### src/rtl/spi_master_seq.sv
// spi_master_seq: SPI mode 0 (CPOL=0, CPHA=0) transfer sequencer.
// Produces sclk/cs_n and the single-cycle strobes that steer an external
// transmit PISO (tx_load/tx_shift) and receive SIPO (rx_ena). Holds no data.
// Optional feature: define SPI_BURST_EN to chain frames without releasing
// cs_n when start is high in the final HOLD cycle.
module spi_master_seq #(
  parameter int DATA_W  = 8,
  parameter int CLK_DIV = 4
) (
  input  logic clk,
  input  logic rst,
  input  logic start,
  output logic busy,
  output logic done,
  output logic cs_n,
  output logic sclk,
  output logic tx_load,
  output logic tx_shift,
  output logic rx_ena
);

  localparam int DIV_W = (CLK_DIV > 1) ? $clog2(CLK_DIV) : 1;
  localparam int CNT_W = $clog2(DATA_W);
  localparam logic [DIV_W-1:0] DIV_LAST = DIV_W'(CLK_DIV - 1);
  localparam logic [CNT_W-1:0] CNT_LAST = CNT_W'(DATA_W - 1);

  typedef enum logic [2:0] {
    IDLE  = 3'd0,
    SETUP = 3'd1,
    HIGH  = 3'd2,
    LOW   = 3'd3,
    HOLD  = 3'd4
  } state_t;

  state_t           state;
  logic [DIV_W-1:0] div;
  logic [CNT_W-1:0] bit_cnt;
  logic             phase_end;

  // Every non-idle phase lasts CLK_DIV cycles; this flags its last cycle.
  assign phase_end = (div == DIV_LAST);

  // Sequencer: state, divider, bit counter and all registered outputs.
  // Outputs are assigned together with the state they belong to, so the
  // strobes land in the first cycle of the phase that owns them.
  always_ff @(posedge clk or posedge rst) begin
    if (rst) begin
      state    <= IDLE;
      div      <= '0;
      bit_cnt  <= '0;
      busy     <= 1'b0;
      done     <= 1'b0;
      cs_n     <= 1'b1;
      sclk     <= 1'b0;
      tx_load  <= 1'b0;
      tx_shift <= 1'b0;
      rx_ena   <= 1'b0;
    end else begin
      tx_load  <= 1'b0;
      tx_shift <= 1'b0;
      rx_ena   <= 1'b0;
      done     <= 1'b0;
      case (state)
        IDLE: begin
          div <= '0;
          if (start) begin
            state   <= SETUP;
            bit_cnt <= '0;
            busy    <= 1'b1;
            cs_n    <= 1'b0;
            sclk    <= 1'b0;
            tx_load <= 1'b1;
          end
        end
        // MSB is already on mosi; first rising sclk follows.
        SETUP: begin
          if (phase_end) begin
            div    <= '0;
            state  <= HIGH;
            sclk   <= 1'b1;
            rx_ena <= 1'b1;
          end else begin
            div <= div + 1'b1;
          end
        end
        HIGH: begin
          if (phase_end) begin
            div  <= '0;
            sclk <= 1'b0;
            if (bit_cnt == CNT_LAST) begin
              state <= HOLD;
            end else begin
              bit_cnt  <= bit_cnt + 1'b1;
              state    <= LOW;
              tx_shift <= 1'b1;
            end
          end else begin
            div <= div + 1'b1;
          end
        end
        LOW: begin
          if (phase_end) begin
            div    <= '0;
            state  <= HIGH;
            sclk   <= 1'b1;
            rx_ena <= 1'b1;
          end else begin
            div <= div + 1'b1;
          end
        end
        // Trailing half-period keeps cs_n low after the last falling sclk.
        HOLD: begin
          if (phase_end) begin
            div  <= '0;
            done <= 1'b1;
`ifdef SPI_BURST_EN
            if (start) begin
              state   <= SETUP;
              bit_cnt <= '0;
              tx_load <= 1'b1;
            end else begin
              state <= IDLE;
              cs_n  <= 1'b1;
              busy  <= 1'b0;
            end
`else
            state <= IDLE;
            cs_n  <= 1'b1;
            busy  <= 1'b0;
`endif
          end else begin
            div <= div + 1'b1;
          end
        end
        default: begin
          state <= IDLE;
          div   <= '0;
          busy  <= 1'b0;
          cs_n  <= 1'b1;
          sclk  <= 1'b0;
        end
      endcase
    end
  end

endmodule

### config.mk
export PLATFORM = sky130hd
export DESIGN_NAME = spi_master_seq
export DESIGN_NICKNAME = d
export VERILOG_FILES = /design/src/rtl/spi_master_seq.sv
export SDC_FILE = /design/constraint.sdc
export NUM_CORES = 1
export LEC_CHECK = 0
export CORE_MARGIN = 2
export CORE_UTILIZATION = 50
export DETAILED_ROUTE_END_ITERATION = 16
export PLACE_DENSITY = 0.74
export SLEW_MARGIN = 40
export SYNTH_ARGS = -nofsm -noshare
export SYNTH_HDL_FRONTEND = slang
export SYNTH_SLANG_ARGS = --single-unit
export TNS_END_PERCENT = 10
### constraint.sdc
create_clock -name clk -period 1.8 [get_ports clk]
set_input_delay 0.36 -clock clk [delete_from_list [all_inputs] [get_ports clk]]
set_output_delay 0.36 -clock clk [all_outputs]
set_load 0.02 [all_outputs]
# After elaboration in Yosys (flattened, before gate mapping)
# Cells that the tools add are included.
# totals
register_bits,15
input_bits,3
output_inout_bits,7
word_cells,61
# classes
n_addsub,2
eq_ne,11
muxes,27
bitwise_logic,2
n_reduce_logical,9
# op_table
cell,count
$mux 3,8
$mux 1,12
$pmux 3 s4,1
$reduce_and 4->1,3
$ne 2x2->1 const B,4
$eq 3x2->1 const B,2
$eq 3x3->1 const B,2
$pmux 1 s3,2
$pmux 3 s2,1
$mux 2,2
$pmux 1 s4,1
$reduce_or 4->1,1
$add 3x1->3 const B,1
$eq 3x1->1 const B,1
$logic_not 3->1,1
$reduce_and 3->1,1
$reduce_or 3->1,1
$add 2x1->2 const B,1
$eq 2x2->1 const B,1
$ne 2x1->1 const B,1
$not 1->1,2
$reduce_bool 2->1,1
$reduce_or 2->1,1

# Depth between registers and ports, before layout
# Gate-level depths: netlist of the first run.
# logic_depth
word_depth,4
depth_mapped,5
ltp_nobuf,5

# Worst setup path before layout of the first run
# Ideal clock, no wire load.
# synth_path
kind,register to register
startpoint,register bit_cnt[0]
endpoint,register bit_cnt[0]
setup_time_ns,0.121
arrival_time_ns,1.429
t_required_ns,1.679
path_slack_ns,0.250
path_stages_with_launch,6
n_path_buf,0
synth_period_minus_slack_ns,1.550
path_cell_list,dfrtp_1 -> ha_1 -> ha_1 -> nor2b_1 -> mux2_4 -> a22o_1
# synth_between
elab_chain_len,4
word_cells_on_any_way,7
classes_between,add/sub (1); eq/ne (2); mux (3); reduce/logical (1)
# synth_rtl
item,line_no,source
start: declaration,37,logic [CNT_W-1:0] bit_cnt;
start signal: assignment,93,bit_cnt <= bit_cnt + 1'b1;
$add 3x1->3,93,
$mux 3,90,if (bit_cnt == CNT_LAST) begin
$mux 3,87,if (phase_end) begin
$pmux 3 s2,63,case (state)
# Parallel ways exist; a longest one is shown, timed or not. The select of a mux whose other input is x is not followed.
# A chain may end at the register's enable or synchronous reset.

# Worst setup path in the final report of the first run
# Ends and elaborated chain as after synthesis.

==> summary.txt, run 1 <==
Status = completed
Fin. Hold Viols = 0
Worst-path cell chain = ha_1 > ha_1 > nor2b_1 > mux2_4 > a22o_1
Via density = 5.48
1st-pass router iterations = 4
Die area = 0.00172 mm^2
Worst min-delay path class = input port to async pin
Min Hold Slack = 423 ps
PortBufs = 9
Ys flop type = dfrtp_1
Slowest CP cell = dfrtp_1
Tmin final = 1670 ps
Synth top cells by count = dfrtp_1, nor2_1
Largest stage delay, worst path = 430 ps
Cts bufs inserted = 3
Register area share after synthesis = 0.537
Worst setup EP type = flip-flop
CTS tree = built
Global-route usage over all layers = 0.166
Chip Width = 41.5 um
Worst slew pin tran = 555 ps
Footprint of the multi-input gates = 275 um^2
DRT iter0 DRCs = 5
Layout cell share with drive strength beyond 1 = 0.114
Post-synth EDFFs = 0
Maximum VDD drop = 761 uV
Average size of a mapped cell = 11.7 um^2
Cell mode on critical path = ha_1
Initial antenna violation count = 0
Ant diodes = 0
Final net count = 77
Power per cell area = 1580 mW/mm^2
Synth area leader = dfrtp_1
RSZ-0062 raised after global routing = no
Sequential Area = 377 um^2
Total number of vias = 466
Synthesized net count = 66
Clock Skew = 2.63 ps
Fin crit share = 0.927
Worst-path fanout max = 4
# rows = 13
Routability congestion estimate = 0.762
Synth Register Bits = 15
Die height = 41.5 um
I/O Pins = 10
Synthesis Warnings = 0
Critical Path AT = 1840 ps
Pin count of the biggest net entering global routing = 16
Worst-Skew Late Latency = 270 ps
Final max-slew violation count = 0
First-pass GRT wire length = 2100 um
Top cell type's share of synthesized area = 0.499
Setup violators final = 0
Clock Path Buffers = 2
CTS clk-pin slew, worst paths = 90 ps
DRT antenna net count = 0
Fill cells = 125
WL per Instance = 13.6 um
Crit Path Category = flip-flop to flip-flop
Clock Sinks = 15
Yosys cell types = 28
Post-synth ARST share = 1.00
Synthesis-to-layout area growth = 15.2%
DP Wirelength = 821 um
Starting Density = 0.539
Synth area leaders = dfrtp_1, ha_1, buf_6
CTS root buf = clkbuf_4
Vias in the first global route = 435
Gr ovfl total = 0
Total wire length = 1150 um
Core Area = 0.00130 mm^2
Type of origin of the critical path = flip-flop
Leakage power = 0.388 nW
DRC Markers = 0
Max Fclk = 0.599 GHz
Mapped Area = 702 um^2
Htree depth = 1
Count leader, synth = dfrtp_1
Req. time, crit path = 1970 ps
Cts hold-fix bufs = 0
Rel. slew slack = 0.629
Cells after synthesis = 60
TNS Setup = 0 ps
Max Cap Viol = 0
## critical path: cells and delay by family, from the launching register on
kind | cells | cell delay, ps
AOI/OAI and AO/OA | 1 | 180
muxes | 1 | 320
adders and majority gates | 2 | 440
and+or+nand+nor | 1 | 200
DFF | 1 | 430
## state kept, by name, indices dropped and copies added (netlist names)
name	cells
done	1
rx_ena	1
tx_load	1
cs_n	1
busy	1
tx_shift	1
sclk	1
div	2
state	3
bit_cnt	3
## cell families (layout without fill, tap and decap cells)
group | after synthesis | in the layout | share of synthesized area
and+or+nand+nor | 20 | 20 | 0.171
DFF | 15 | 15 | 0.537
AOI/OAI and AO/OA | 12 | 12 | 0.119
buffers and inverters | 7 | 17 | 0.0713
adders and majority gates | 3 | 3 | 0.0535
muxes | 2 | 2 | 0.0356
xor gates and xnor gates | 1 | 1 | 0.0125
## what timing repair did
action	4_1_cts	5_1_grt
gates resized for setup	0	1
endpoints found under the setup margin	0	1
buffers inserted	0	0
## where the power goes
part           switching (W)  leakage [nW]  internal [W]
sequential          0.000103         0.180      0.000462
clock               0.000101        0.0150     0.0000858
combinational       0.000249         0.193      0.000273
total               0.000454         0.388      0.000820
## cells in the final DEF (no fill, tap or decap), drive strengths merged, types with 2 or more instances in the layout
master         netlist  routed
o31ai                2       2
dfrtp               14      14
inv                  3       3
ha                   3       3
nor2                 5       5
a21oi                2       2
a22o                 3       3
o21ai                2       2
and3                 2       2
nand2                2       2
nor3                 4       4
and3b                2       2
clkdlybuf4s50        0       8
clkbuf               0       4
## routing by layer
metal | vias up | GRT usage | part of all wire
li1 | 230 | - | -
met1 | 230 | 0.228 | 0.48
met2 | 4 | 0.234 | 0.48
met3 | 2 | 0.0435 | 0.024
met4 | 0 | 0.0968 | 0.010
met5 | - | 0 | 0
## per-stage QoR
stage,cells,utilization,cell area (um^2),worst slack (ps),total power [W]
detailed placement,81,0.599,779,155,0.00111
CTS,85,0.619,806,26.6,0.00129
global route,85,0.621,808,81.0,0.00140
floorplan,60,-,702,250,0.000948
global placement,81,0.599,779,219,0.00108
finish,85,0.621,808,131,0.00127
## layout make-up
cell class / instances / area share
timing repair buffer: 10 / 0.124
sequential: 15 / 0.466
tap: 15 / 0.0232
inverter: 3 / 0.0139
multi-input combinational: 38 / 0.341
clock buffer: 4 / 0.0325
## final timing paths
| kind | startpoint | endpoint | slack (ps) | depth (start not counted) |
|---|---|---|---|---|
| max in group asynchronous | rst | cs_n$_DFFE_PP1P_ | 1010 | 2 |
| hold / removal | rst | bit_cnt[0]$_DFFE_PP0P_ | 420 | 2 |
| setup reg to reg | bit_cnt[0]$_DFFE_PP0P_ | bit_cnt[0]$_DFFE_PP0P_ | 130 | 5 |
| min in group clk | div[0]$_DFF_PP0_ | div[0]$_DFF_PP0_ | 440 | 1 |
| hold reg to reg | div[0]$_DFF_PP0_ | div[0]$_DFF_PP0_ | 440 | 1 |
| setup / recovery | bit_cnt[0]$_DFFE_PP0P_ | bit_cnt[0]$_DFFE_PP0P_ | 130 | 5 |
(Power assumes the default switching activity.)
==> inputs of run 2 (changes only) <==
--- a/config.mk
+++ b/config.mk
@@ -10,3 +10,3 @@
 export DETAILED_ROUTE_END_ITERATION = 16
-export PLACE_DENSITY = 0.74
+export DONT_BUFFER_PORTS = 1
 export SLEW_MARGIN = 40
--- a/constraint.sdc
+++ b/constraint.sdc
@@ -3,2 +3,2 @@
 set_output_delay 0.36 -clock clk [all_outputs]
-set_load 0.02 [all_outputs]
+set_load 0.005 [all_outputs]
==> run 2 against run 1 <==
Net effect: sequential cell count did not move; global-route usage is 2.3 points lower; clock power about the same; register-to-register slack about the same; clock-buffer cell count unchanged; fmax is 0.44% higher; largest power group unchanged.
==> summary.txt, run 2 (same netlist as run 1, synthesis figures left out) <==
Setup bufs post-CTS = 0 (unchanged)
# rows = 13 (unchanged)
Via density = 5.76 (+5.1%)
CTS root buf = clkbuf_4
DRC Markers = 0 (unchanged)
Chip Width = 41.5 um (unchanged)
Max Fclk = 0.602 GHz (+0.44%)
Starting Density = 0.539 (unchanged)
Final worst slack = 139 ps (+7.31 ps)
Cts bufs inserted = 3 (unchanged)
Worst min-delay path class = input port to async pin
Routability congestion estimate = 0.778 (+2.1%)
Sequential Area = 377 um^2 (unchanged)
Status = completed
Fin. Hold Viols = 0 (unchanged)
Largest regs = bit_cnt x3, state x3, div x2
Pin count of the biggest net entering global routing = 16 (unchanged)
Leakage power = 0.339 nW (-13%)
Ant diodes = 0 (unchanged)
Type of origin of the critical path = flip-flop
WL per Instance = 14.6 um (+8.0%)
Die height = 41.5 um (unchanged)
Die area = 0.00172 mm^2 (unchanged)
Final Cell Area = 716 um^2 (-11%)
Rel. slew slack = 0.637 (+0.00734)
Total number of vias = 438 (-6.0%)
Final core occ = 0.550 (-0.0712)
Total wire length = 1110 um (-3.5%)
Pwr Total = 0.00112 W (-12%)
Setup violators final = 0 (unchanged)
Clock Skew = 7.51 ps (+4.88 ps)
Vias in the first global route = 467 (+7.4%)
RSZ-0062 raised after global routing = no
Slowest CP cell = dfrtp_1
Most common cell after layout, fill and taps aside = dfrtp_1
Crit Path Category = flip-flop to flip-flop
1st-pass router iterations = 2 (-2)
Largest stage delay, worst path = 420 ps (about the same)
RR Startpoint = bit_cnt[0]$_DFFE_PP0P_
DRT iter0 DRCs = 1 (-4)
Placed Area = 689 um^2 (-12%)
Worst-Skew Late Latency = 280 ps (about the same)
PortBufs = 0 (-9)
Synthesis-to-layout area growth = 1.96%
Pre-CTS setup slack = 147 ps (-8.18 ps)
Footprint of the multi-input gates = 275 um^2 (unchanged)
Initial antenna violation count = 0 (unchanged)
Clock Sinks = 15 (unchanged)
CTS resizes = 0 (unchanged)
TNS Setup = 0 ps (unchanged)
Tmin final = 1660 ps (-7.31 ps)
CTS clk-pin slew, worst paths = 90 ps (about the same)
R2r worst-path depth = 5 (unchanged)
Worst setup EP type = flip-flop
Htree depth = 1 (unchanged)
Commonest non-fill, non-tap cells in the layout = dfrtp_1, nor2_1
Layout cell share with drive strength beyond 1 = 0.131 (+0.0169)
DP Wirelength = 808 um (-1.7%)
Worst-path fanout max = 4 (unchanged)
First-pass GRT wire length = 1850 um (-12%)
Maximum VDD drop = 716 uV (-5.9%)
CTS tree = built
Critical Path AT = 1830 ps (about the same)
Fill cells = 125 (unchanged)
Fin crit share = 0.923 (-0.00406)
Final net count = 68 (-12%)
I/O Pins = 10 (unchanged)
Cts hold-fix bufs = 0 (unchanged)
Gr ovfl total = 0 (unchanged)
Power per cell area = 1570 mW/mm^2 (-0.42%)
Global-route usage over all layers = 0.143 (-0.0228)
Max Cap Viol = 0 (unchanged)
Worst-path cell chain = ha_1 > ha_1 > nor2b_1 > mux2_4 > a22o_1
Cell mode on critical path = ha_1
Clock Path Buffers = 2 (unchanged)
Req. time, crit path = 1960 ps (about the same)
DRT antenna net count = 0 (unchanged)
Core Area = 0.00130 mm^2 (unchanged)
Final max-slew violation count = 0 (unchanged)
RR Endpoint = bit_cnt[0]$_DFFE_PP0P_
Worst slew pin tran = 544 ps (-11.0 ps)
R2r setup slk = 140 ps (about the same)
[run 2: changes by cell type in the layout (fill, tap and decap cells not counted), sizes merged]
cell / before / now
clkdlybuf4s50: 8 / 0
dlymetal6s2s: 1 / 0
[run 2: worst max-delay path by stage]
stage / startpoint / endpoint / slack, ps / cells after the start
finish: bit_cnt[0]$_DFFE_PP0P_ / bit_cnt[0]$_DFFE_PP0P_ / 140 / 5
detailed placement: bit_cnt[0]$_DFFE_PP0P_ / bit_cnt[0]$_DFFE_PP0P_ / 150 / 5
global placement: bit_cnt[0]$_DFFE_PP0P_ / bit_cnt[0]$_DFFE_PP0P_ / 220 / 5
CTS: bit_cnt[0]$_DFFE_PP0P_ / bit_cnt[0]$_DFFE_PP0P_ / 130 / 5
global route: bit_cnt[0]$_DFFE_PP0P_ / bit_cnt[0]$_DFFE_PP0P_ / 80 / 5
floorplan: bit_cnt[0]$_DFFE_PP0P_ / bit_cnt[0]$_DFFE_PP0P_ / 250 / 5
[run 2: metal layers]
metal / vias up / wire (um) / global-route usage / part of all wire
met5: - / 0 / 0 / 0
met4: 0 / 0 / 0.0774 / 0
met3: 0 / 40 / 0.0348 / 0.036
met2: 6 / 571 / 0.253 / 0.51
met1: 219 / 500 / 0.154 / 0.45
li1: 213 / - / - / -
[run 2: report_power, final]
| part | switching, W | leakage, nW | internal, W | total (W) |
|---|---|---|---|---|
| logic | 0.000170 | 0.144 | 0.000188 | 0.000358 |
| clock network | 0.000100 | 0.0150 | 0.0000859 | 0.000186 |
| registers | 0.000117 | 0.180 | 0.000462 | 0.000580 |
[run 2: layout make-up]
class,count,area share
Timing Repair Buffer,1,0.0105
Multi-Input combinational cell,38,0.385
Sequential cell,15,0.526
Clock buffer,4,0.0367
Inverter,3,0.0157
Tap cell,15,0.0262
[run 2: per-stage QoR]
stage	cells	hold slack, ps
3_3_place_gp	72	306
4_1_cts	76	15.4
2_1_floorplan	60	261
5_1_grt	76	39.2
6_report	76	3.34
3_5_place_dp	72	324
[run 2: worst max-delay path: cells and delay by family, from the launching register on]
family                   cells  cell delay, ps
flip-flops                   1             420
AO/OA/AOI/OAI                1             180
AND/OR/NAND/NOR              1             200
adder cells (fa/ha/maj)      2             430
multiplexers                 1             320
==> inputs of run 3 (changes only) <==
CTS_BUF_LIST = sky130_fd_sc_hd__clkbuf_4   (was not set)
==> run 3 against run 2 <==
Net effect: the run now ends with hold timing left; wire length hardly changed; clock skew is 0.66 ps lower; sequential share of layout area is 0.27 points lower; critical endpoint unchanged.
==> summary.txt, run 3 (same netlist as run 1, synthesis figures left out) <==
Status = finished with violations
Failing checks = hold timing
Commonest non-fill, non-tap cells in the layout = dfrtp_1, nor2_1, clkbuf_4
Setup violators final = 0 (unchanged)
Clock Path Buffers = 2 (unchanged)
Tmin final = 1660 ps (+0.162 ps)
Stages on the worst setup path = 5 (unchanged)
Chip Width = 41.5 um (unchanged)
CTS clk-pin slew, worst paths = 90 ps (about the same)
Die area = 0.00172 mm^2 (unchanged)
Final max-slew violation count = 0 (unchanged)
Largest stage delay, worst path = 420 ps (about the same)
Maximum VDD drop = 593 uV (-17%)
# rows = 13 (unchanged)
Gr busiest metal = met2
WL per Instance = 14.6 um (about the same)
Met2 Use GR = 0.253 (unchanged)
DRT antenna net count = 0 (unchanged)
Clock Skew = 6.85 ps (-0.656 ps)
Leakage power = 0.342 nW (+1.0%)
DP Wirelength = 808 um (unchanged)
Final net count = 68 (unchanged)
Worst-path fanout max = 4 (unchanged)
I/O Pins = 10 (unchanged)
Worst setup EP type = flip-flop
Ant diodes = 0 (unchanged)
Layout cell share with drive strength beyond 1 = 0.148 (+0.0164)
R2r worst-path depth = 5 (unchanged)
Final Cell Area = 719 um^2 (+0.52%)
Cts hold-fix bufs = 0 (unchanged)
Global-route usage over all layers = 0.146 (+0.00275)
Fin crit share = 0.923 (about the same)
Critical Path AT = 1830 ps (about the same)
Initial antenna violation count = 0 (unchanged)
RSZ-0062 raised after global routing = no
Total number of vias = 442 (+0.91%)
CTS root buf = clkbuf_4
Buf/Inv on CP = 0 (unchanged)
Cell mode on critical path = ha_1
Max Fclk = 0.602 GHz (about the same)
PortBufs = 0 (unchanged)
Power per cell area = 1590 mW/mm^2 (+1.1%)
Critical path's top delay family = adder cells
Most common cell after layout, fill and taps aside = dfrtp_1
Largest regs = bit_cnt x3, state x3, div x2
Via density = 5.82 (+0.91%)
Placed Area = 689 um^2 (unchanged)
Fin. Hold Viols = 7 (+7)
First-pass GRT wire length = 1860 um (+0.38%)
Die height = 41.5 um (unchanged)
Gr ovfl total = 0 (unchanged)
Worst-Skew Late Latency = 280 ps (about the same)
Min Hold Slack = -2.16 ps (-5.50 ps)
Starting Density = 0.539 (unchanged)
Met3 usage = 0.0348 (unchanged)
Worst-path cell chain = ha_1 > ha_1 > nor2b_1 > mux2_4 > a22o_1
DRC Markers = 0 (unchanged)
DRT iter0 DRCs = 1 (unchanged)
Synthesis-to-layout area growth = 2.50%
Clock Sinks = 15 (unchanged)
Total wire length = 1110 um (about the same)
Crit Path Category = flip-flop to flip-flop
Routability congestion estimate = 0.778 (unchanged)
Vias in the first global route = 467 (unchanged)
Worst min-delay path class = input port to async pin
Htree depth = 1 (unchanged)
Req. time, crit path = 1970 ps (about the same)
Worst slew pin tran = 544 ps (-0.633 ps)
Slowest CP cell = dfrtp_1
CTS resizes = 0 (unchanged)
TNS Setup = 0 ps (unchanged)
1st-pass router iterations = 2 (unchanged)
Pin count of the biggest net entering global routing = 16 (unchanged)
Max Cap Viol = 0 (unchanged)
Core Area = 0.00130 mm^2 (unchanged)
Grt met1 use = 0.154 (unchanged)
Rel. slew slack = 0.637 (about the same)
Type of origin of the critical path = flip-flop
Setup bufs post-CTS = 0 (unchanged)
Cts bufs inserted = 3 (unchanged)
CTS tree = built
## run 3: layout make-up
cell class                 instances  area [um^2]
timing repair buffer               1         7.51
clock buffer                       4         30.0
inverter                           3         11.3
fill                             126          582
tap                               15         18.8
multi-input combinational         38          275
sequential                        15          377
## run 3: metrics by stage
step | instances | power (W) | setup WS (ps) | utilization | hold WS [ps]
finish | 76 | 0.00114 | 138 | 0.553 | -2.16
global placement | 72 | 0.000917 | 217 | 0.530 | 306
detailed placement | 72 | 0.000949 | 147 | 0.530 | 324
global route | 76 | 0.00123 | 75.2 | 0.553 | 36.9
CTS | 76 | 0.00115 | 129 | 0.553 | 14.6
floorplan | 60 | 0.000890 | 250 | - | 261
## run 3: path summary, 6_finish.rpt
path / start / to / slack [ps]
min in group clk: start / tx_load$_DFF_PP0_ / 280
worst max-delay path: bit_cnt[0]$_DFFE_PP0P_ / bit_cnt[0]$_DFFE_PP0P_ / 140
worst min-delay path: rst / busy$_DFFE_PP0P_ / -2
worst max register to register: bit_cnt[0]$_DFFE_PP0P_ / bit_cnt[0]$_DFFE_PP0P_ / 140
worst min register to register: div[0]$_DFF_PP0_ / div[0]$_DFF_PP0_ / 460
max in group asynchronous: rst / state[2]$_DFFE_PP0P_ / 1440
## run 3: routing by layer
layer / vias up / part of all wire
li1: 211 / -
met1: 221 / 0.45
met2: 8 / 0.50
met3: 2 / 0.037
met4: 0 / 0.0099
met5: - / 0
## run 3: power breakdown
group          total (W)  switching [W]  internal (W)  leakage (nW)
sequential      0.000579       0.000117      0.000462         0.180
clock           0.000205       0.000104      0.000101        0.0184
combinational   0.000357       0.000169      0.000188         0.144
total            0.00114       0.000389      0.000752         0.342
